$ cat config.mk
export PLATFORM = sky130hd
export DESIGN_NAME = mem_arbiter_2port
export DESIGN_NICKNAME = d
export VERILOG_FILES = /design/src/rtl/mem_arbiter_2port.sv
export SDC_FILE = /design/constraint.sdc
export NUM_CORES = 1
export LEC_CHECK = 0
export ABC_AREA = 1
export CAP_MARGIN = 0
export CORE_AREA = 2 2 104 106
export DETAILED_ROUTE_END_ITERATION = 8
export DIE_AREA = 0 0 106 108
export PLACE_DENSITY = 0.78
export RECOVER_POWER = 100
export SYNTH_ARGS = -nofsm -noshare
export SYNTH_HDL_FRONTEND = slang
export SYNTH_SLANG_ARGS = --single-unit
$ cat constraint.sdc
create_clock -name clock -period 1.46 [get_ports clock]
set_clock_uncertainty 0.1 [all_clocks]
set_input_delay 0.219 -clock clock [delete_from_list [all_inputs] [get_ports clock]]
set_output_delay 0.219 -clock clock [all_outputs]
set_load 0.05 [all_outputs]
$ cat src/rtl/mem_arbiter_2port.sv
// Two-master arbiter and sequencer for the single-port word memory (IDLE -> ISSUE -> COMPLETE).
// Optional feature macro MEM_ARB_RR_EN: round-robin tie-breaking; undefined gives fixed port-0 priority.
module mem_arbiter_2port #(
  parameter int DATA_W = 32,
  parameter int ADDR_W = 6
) (
  input  logic              clock,
  input  logic              reset,
  input  logic              req0,
  input  logic              req1,
  input  logic              we0,
  input  logic              we1,
  input  logic [ADDR_W-1:0] addr0,
  input  logic [ADDR_W-1:0] addr1,
  input  logic [DATA_W-1:0] wdata0,
  input  logic [DATA_W-1:0] wdata1,
  output logic [1:0]        gnt,
  output logic              done0,
  output logic              done1,
  output logic [DATA_W-1:0] rdata,
  output logic [DATA_W-1:0] mem_data,
  output logic [ADDR_W-1:0] mem_address,
  output logic              mem_rE,
  output logic              mem_wE,
  input  logic [DATA_W-1:0] mem_dataOut
);

  typedef enum logic [1:0] {
    IDLE     = 2'd0,
    ISSUE    = 2'd1,
    COMPLETE = 2'd2
  } state_t;

  state_t            state, state_next;
  logic [1:0]        gnt_next;
  logic              done0_next, done1_next;
  logic [DATA_W-1:0] rdata_next;
  logic [DATA_W-1:0] mem_data_next;
  logic [ADDR_W-1:0] mem_address_next;
  logic              mem_rE_next, mem_wE_next;
  logic              lat_we, lat_we_next;

  logic              elig0, elig1, pick1;
  logic              win_we;
  logic [ADDR_W-1:0] win_addr;
  logic [DATA_W-1:0] win_wdata;

  // A port seeing its done pulse is not eligible, so it cannot be re-granted in that cycle
  assign elig0 = req0 & ~done0;
  assign elig1 = req1 & ~done1;

`ifdef MEM_ARB_RR_EN
  logic last1, last1_next;

  assign pick1 = elig1 & (~elig0 | ~last1);
`else
  assign pick1 = elig1 & ~elig0;
`endif

  assign win_we    = pick1 ? we1    : we0;
  assign win_addr  = pick1 ? addr1  : addr0;
  assign win_wdata = pick1 ? wdata1 : wdata0;

  always_comb begin
    state_next       = state;
    gnt_next         = gnt;
    done0_next       = 1'b0;
    done1_next       = 1'b0;
    rdata_next       = rdata;
    mem_data_next    = mem_data;
    mem_address_next = mem_address;
    mem_rE_next      = 1'b0;
    mem_wE_next      = 1'b0;
    lat_we_next      = lat_we;
`ifdef MEM_ARB_RR_EN
    last1_next       = last1;
`endif

    unique case (state)
      IDLE: begin
        if (elig0 | elig1) begin
          gnt_next         = pick1 ? 2'b10 : 2'b01;
          lat_we_next      = win_we;
          mem_address_next = win_addr;
          mem_data_next    = win_wdata;
          mem_wE_next      = win_we;
          mem_rE_next      = ~win_we;
          state_next       = ISSUE;
`ifdef MEM_ARB_RR_EN
          last1_next       = pick1;
`endif
        end
      end

      ISSUE: begin
        state_next = COMPLETE;
      end

      // Memory read data is valid during this cycle, one edge after the read strobe
      COMPLETE: begin
        if (!lat_we) begin
          rdata_next = mem_dataOut;
        end
        done0_next = gnt[0];
        done1_next = gnt[1];
        gnt_next   = 2'b00;
        state_next = IDLE;
      end

      default: begin
        gnt_next   = 2'b00;
        state_next = IDLE;
      end
    endcase
  end

  always_ff @(posedge clock) begin
    if (reset) begin
      state       <= IDLE;
      gnt         <= 2'b00;
      done0       <= 1'b0;
      done1       <= 1'b0;
      rdata       <= '0;
      mem_data    <= '0;
      mem_address <= '0;
      mem_rE      <= 1'b0;
      mem_wE      <= 1'b0;
      lat_we      <= 1'b0;
`ifdef MEM_ARB_RR_EN
      last1       <= 1'b1;
`endif
    end else begin
      state       <= state_next;
      gnt         <= gnt_next;
      done0       <= done0_next;
      done1       <= done1_next;
      rdata       <= rdata_next;
      mem_data    <= mem_data_next;
      mem_address <= mem_address_next;
      mem_rE      <= mem_rE_next;
      mem_wE      <= mem_wE_next;
      lat_we      <= lat_we_next;
`ifdef MEM_ARB_RR_EN
      last1       <= last1_next;
`endif
    end
  end

endmodule

# Word level (Yosys, flattened, before mapping)
# Index checks and enable logic that the tools add are counted.
# totals
register_bits,79
input_bits,114
word_cells,40
# op_classes
eq_ne,3
muxes,8
n_bitwise,13
reduce_logical,6
# ops
op,count
$mux W32,1
$not A1 Y1,9
$pmux W2 S2,2
$mux W2,3
$mux W6,1
$reduce_and A2 Y1,3
$and A1 B1 Y1,3
$reduce_or A3 Y1,1
$eq A2 B1 Y1 const B,1
$eq A2 B2 Y1 const B,1
$logic_not A2 Y1,1
$ne A2 B2 Y1 const B,1
$reduce_or A2 Y1,1
$mux W1,1
$or A1 B1 Y1,1

# Depth between registers and ports, before layout
# logic_depth
ltp_word,7
mapped_depth,10
depth_no_buf,8

# Worst setup path before layout
# Ideal clock, no wire load.
# synth_timing
kind,register to register
startpoint,reg done0
endpoint,reg mem_data[21]
setup_ns,0.109
t_arrival_ns,1.456
setup_slack_ns,-0.205
stages_incl_launch_ff,10
path_buffers,2
period_less_slack_ns,1.665
cell_sequence,dfxtp_1 inv_1 nand2_1 nand2_1 buf_4 buf_4 nand2_1 nand3_1 nand2_1 inv_1
# synth_between
elab_chain_cells,5
word_cells_on_any_way,7
# synth_lines
item,line,source
"start, declared",18,"output logic done0,"
"start signal, assigned",135,done0 <= done0_next;
$not A1 Y1 *,49,assign elig0 = req0 & ~done0;
$and A1 B1 Y1 *,49,
$not A1 Y1,57,assign pick1 = elig1 & ~elig0;
$and A1 B1 Y1,57,
$mux W32,62,assign win_wdata = pick1 ? wdata1 : wdata0;
"end signal, assigned",138,mem_data <= mem_data_next;
"end, declared",21,"output logic [DATA_W-1:0] mem_data,"
# Mark *: on every way between the ends. The rest lies on a longest branch, timed or not.
# A chain may end at the register's enable or synchronous reset.

# Worst setup path after layout
# layout_timing
startpoint,in req1
endpoint,reg lat_we
# layout_between
elab_chain_cells,3
word_cells_on_any_way,5
# layout_lines
item,line,source
"start, declared",10,"input logic req1,"
$and A1 B1 Y1 *,50,assign elig1 = req1 & ~done1;
$and A1 B1 Y1 or $or A1 B1 Y1 (tied branches),"57, 81",
$mux W1 or $reduce_and A2 Y1 (tied branches),--,
"end signal, assigned",142,lat_we <= lat_we_next;
"end, declared",41,"logic lat_we, lat_we_next;"
# Marked as above.

==> flow_summary.toml <==
[synth]
synth_cells = 513
synth.area.top_cells = "dfxtp_1 (45%), inv_1 (13%), nand3_1 (12%)"
synthArstFlopShare_pct = 0
synthDistinctLibCells = 19
synth_area_mm2 = 0.00351
yosysMostFrequentCell = "inv_1"
synth_ff_type = "dfxtp_1"
synth_top_area_share_pct = 45.0
synth_common_cells = "inv_1 (118), nand2_1 (85), nand3_1 (83), dfxtp_1 (79), a21oi_1 (72)"
avgSynthCellArea_um2 = 6.84
synth_edf_count = 0
synth-seq-cells = 79
synth_top_area_cell = "dfxtp_1"
synth_fp_nets = 627
synth-warning-count = 0
synth-seq-area-share_pct = 45.0

[worst_hold_path]
hold_class = "primary input to flop"

[critical_path]
crit_required_ns = 1.60
endpoint_kind = "flop"
critPathKind = "primary input to flop"
critPathArrivalTime_ns = 1.53
ff2ff_setup_slack_ns = 0.07
crit_path_start_kind = "primary input"
crit_fanout = 10

[power]
power.total_mw = 6.20
p_per_area_mw_per_mm2 = 1120
peakVddDrop_uv = 459
p_leak_nw = 2.67

[layout]
areaGrowthSynthToFinish_pct = 57.2
insertedDiodeCount = 0
drive_above_1_share_pct = 17.4
nFillCells = 971
final_net_count = 811
multi_input_area_mm2 = 0.00134
seqCellArea_mm2 = 0.00159
utilization_pct = 53.9

[drt]
totalWireLength_mm = 11.8
viasPerCell = 4.68
vias = 3919
dr.pass1.iters = 4
drtIter0Drc = 155
ant_nets = 0
wl_per_cell_um = 14.1
drcViolationCount = 0

[cts]
clock_latency_ns = 0.34
clkSinkCount = 79
holdBufCountCts = 0
clkTransAtPathRegs_ns = 0.08
root_buffer = "clkbuf_8"
numCtsBuffers = 9
htreeDepth = 3
cts_max_path_buffers = 2
cts_tree = "done"

[timing]
hold_viol_final = 0
setup_slack_ns = 0.0675
fmax_mhz = 718
fin_crit_sh_pct = 95.4
min_period_ns = 1.39
fin_tns_setup_ns = 0
relSlewSlack_pct = 79.5
setup_violations = 0
worstMarginPinSlew_ns = 0.308
rsz0062_at_grt = "yes"
holdWs_ns = 0.165
slew_viol_final = 0

[grt]
grt_pass1_vias = 3811
antenna_found_initial = 0
grt_first_pass_wirelength_mm = 17.4
grt_util_all_layers_pct = 19.2
grt_max_degree = 65
gr-total-overflow = 0

[floorplanning]
die_y_um = 108
coreArea_mm2 = 0.0102
start_util_pct = 34.3
die_x_um = 106
rows = 37
dieArea_mm2 = 0.0114
pin_count = 190

[placed_design]
globalplace.congestion = 0.840
portBuffers = 189
dp_hpwl_mm = 8.69
dp_slack_ns = -0.298

[outcome]
status = "finished, final reports clean"

[run]
maxCapViolCount = 0
through the flow:
| step | std cells | cell area, um2 |
|---|---|---|
| floorplan | 513 | 3520 |
| global placement | 818 | 6330 |
| detailed placement | 818 | 6330 |
| CTS | 834 | 6560 |
| global route | 838 | 5520 |
| finish | 838 | 5520 |
cells in the final DEF (no fill, tap or decap):
cell / n
nand2_1: 83
nand3_2: 1
buf_4: 8
o21ai_1: 3
o21ai_0: 29
inv_1: 117
dfxtp_2: 1
nor2_4: 2
nand2_2: 1
clkbuf_1: 1
clkbuf_2: 74
bufinv_16: 2
buf_12: 6
inv_2: 1
clkinvlp_4: 1
nor2_1: 3
a21oi_1: 72
clkdlybuf4s50_1: 112
nand3b_2: 1
nand3_1: 82
inv_6: 1
dfxtp_1: 77
dfxtp_4: 1
nor3_1: 1
buf_2: 1
buf_6: 3
clkbuf_8: 12
inv_8: 1
nor2_2: 1
nand2_4: 2
clkbuf_4: 2
repair_timing:
item | in CTS | in global routing
resized for setup | 0 | 13
setup buffers | 0 | 1
endpoints found under the setup margin | 0 | 41
sequential cells by signal, summed over array words and instances (netlist names):
signal	count
done0	1
mem_data	32
done1	1
mem_rE	1
mem_address	6
rdata	32
lat_we	1
mem_wE	1
gnt	2
state	2
worst max-delay path, cell delays in order:
cell and delay [ns]:
clkdlybuf4s50_1 0.48, inv_1 0.07, nor2_4 0.12, nand2_1 0.13
buf_4 0.20, nand2_1 0.07, nand2_1 0.07, nand2_1 0.12
nand2_1 0.06
kinds of logic (layout without fill, tap and decap cells):
| kind of cell | after synthesis | in the layout | share of synthesized area, % |
|---|---|---|---|
| DFF | 79 | 79 | 45.0 |
| buffers and inverters | 153 | 342 | 17.6 |
| AOI/OAI and AO/OA | 104 | 104 | 14.8 |
| and+or+nand+nor | 177 | 177 | 22.6 |
power breakdown:
part / internal [mW] / switching, mW / total, mW
clock network: 1.06 / 0.779 / 1.84
logic: 0.656 / 1.25 / 1.90
registers: 2.35 / 0.104 / 2.45
worst paths after layout:
path                                start           end  cells past startpoint
worst max-delay path                 req1        lat_we                      9
worst min-delay path                reset        lat_we                      4
worst max register to register      done0  mem_data[16]                      9
worst min register to register  rdata[25]     rdata[25]                      2
layer usage:
metal / GRT usage, % / wire (um)
met1: 21.6 / 5050
met2: 33.8 / 5610
met3: 5.79 / 828
met4: 8.27 / 296
met5: 0 / 0
final cells by class:
type                    count  area share, %
clock buffers              12           2.81
clock inverters             4           1.38
inverters                 119           8.23
multi-input cells         281           24.2
flip-flops and latches     79           28.7
well taps                 136           3.08
repair buffers            207           31.5
Note: power is estimated with default switching activity, not from simulation.
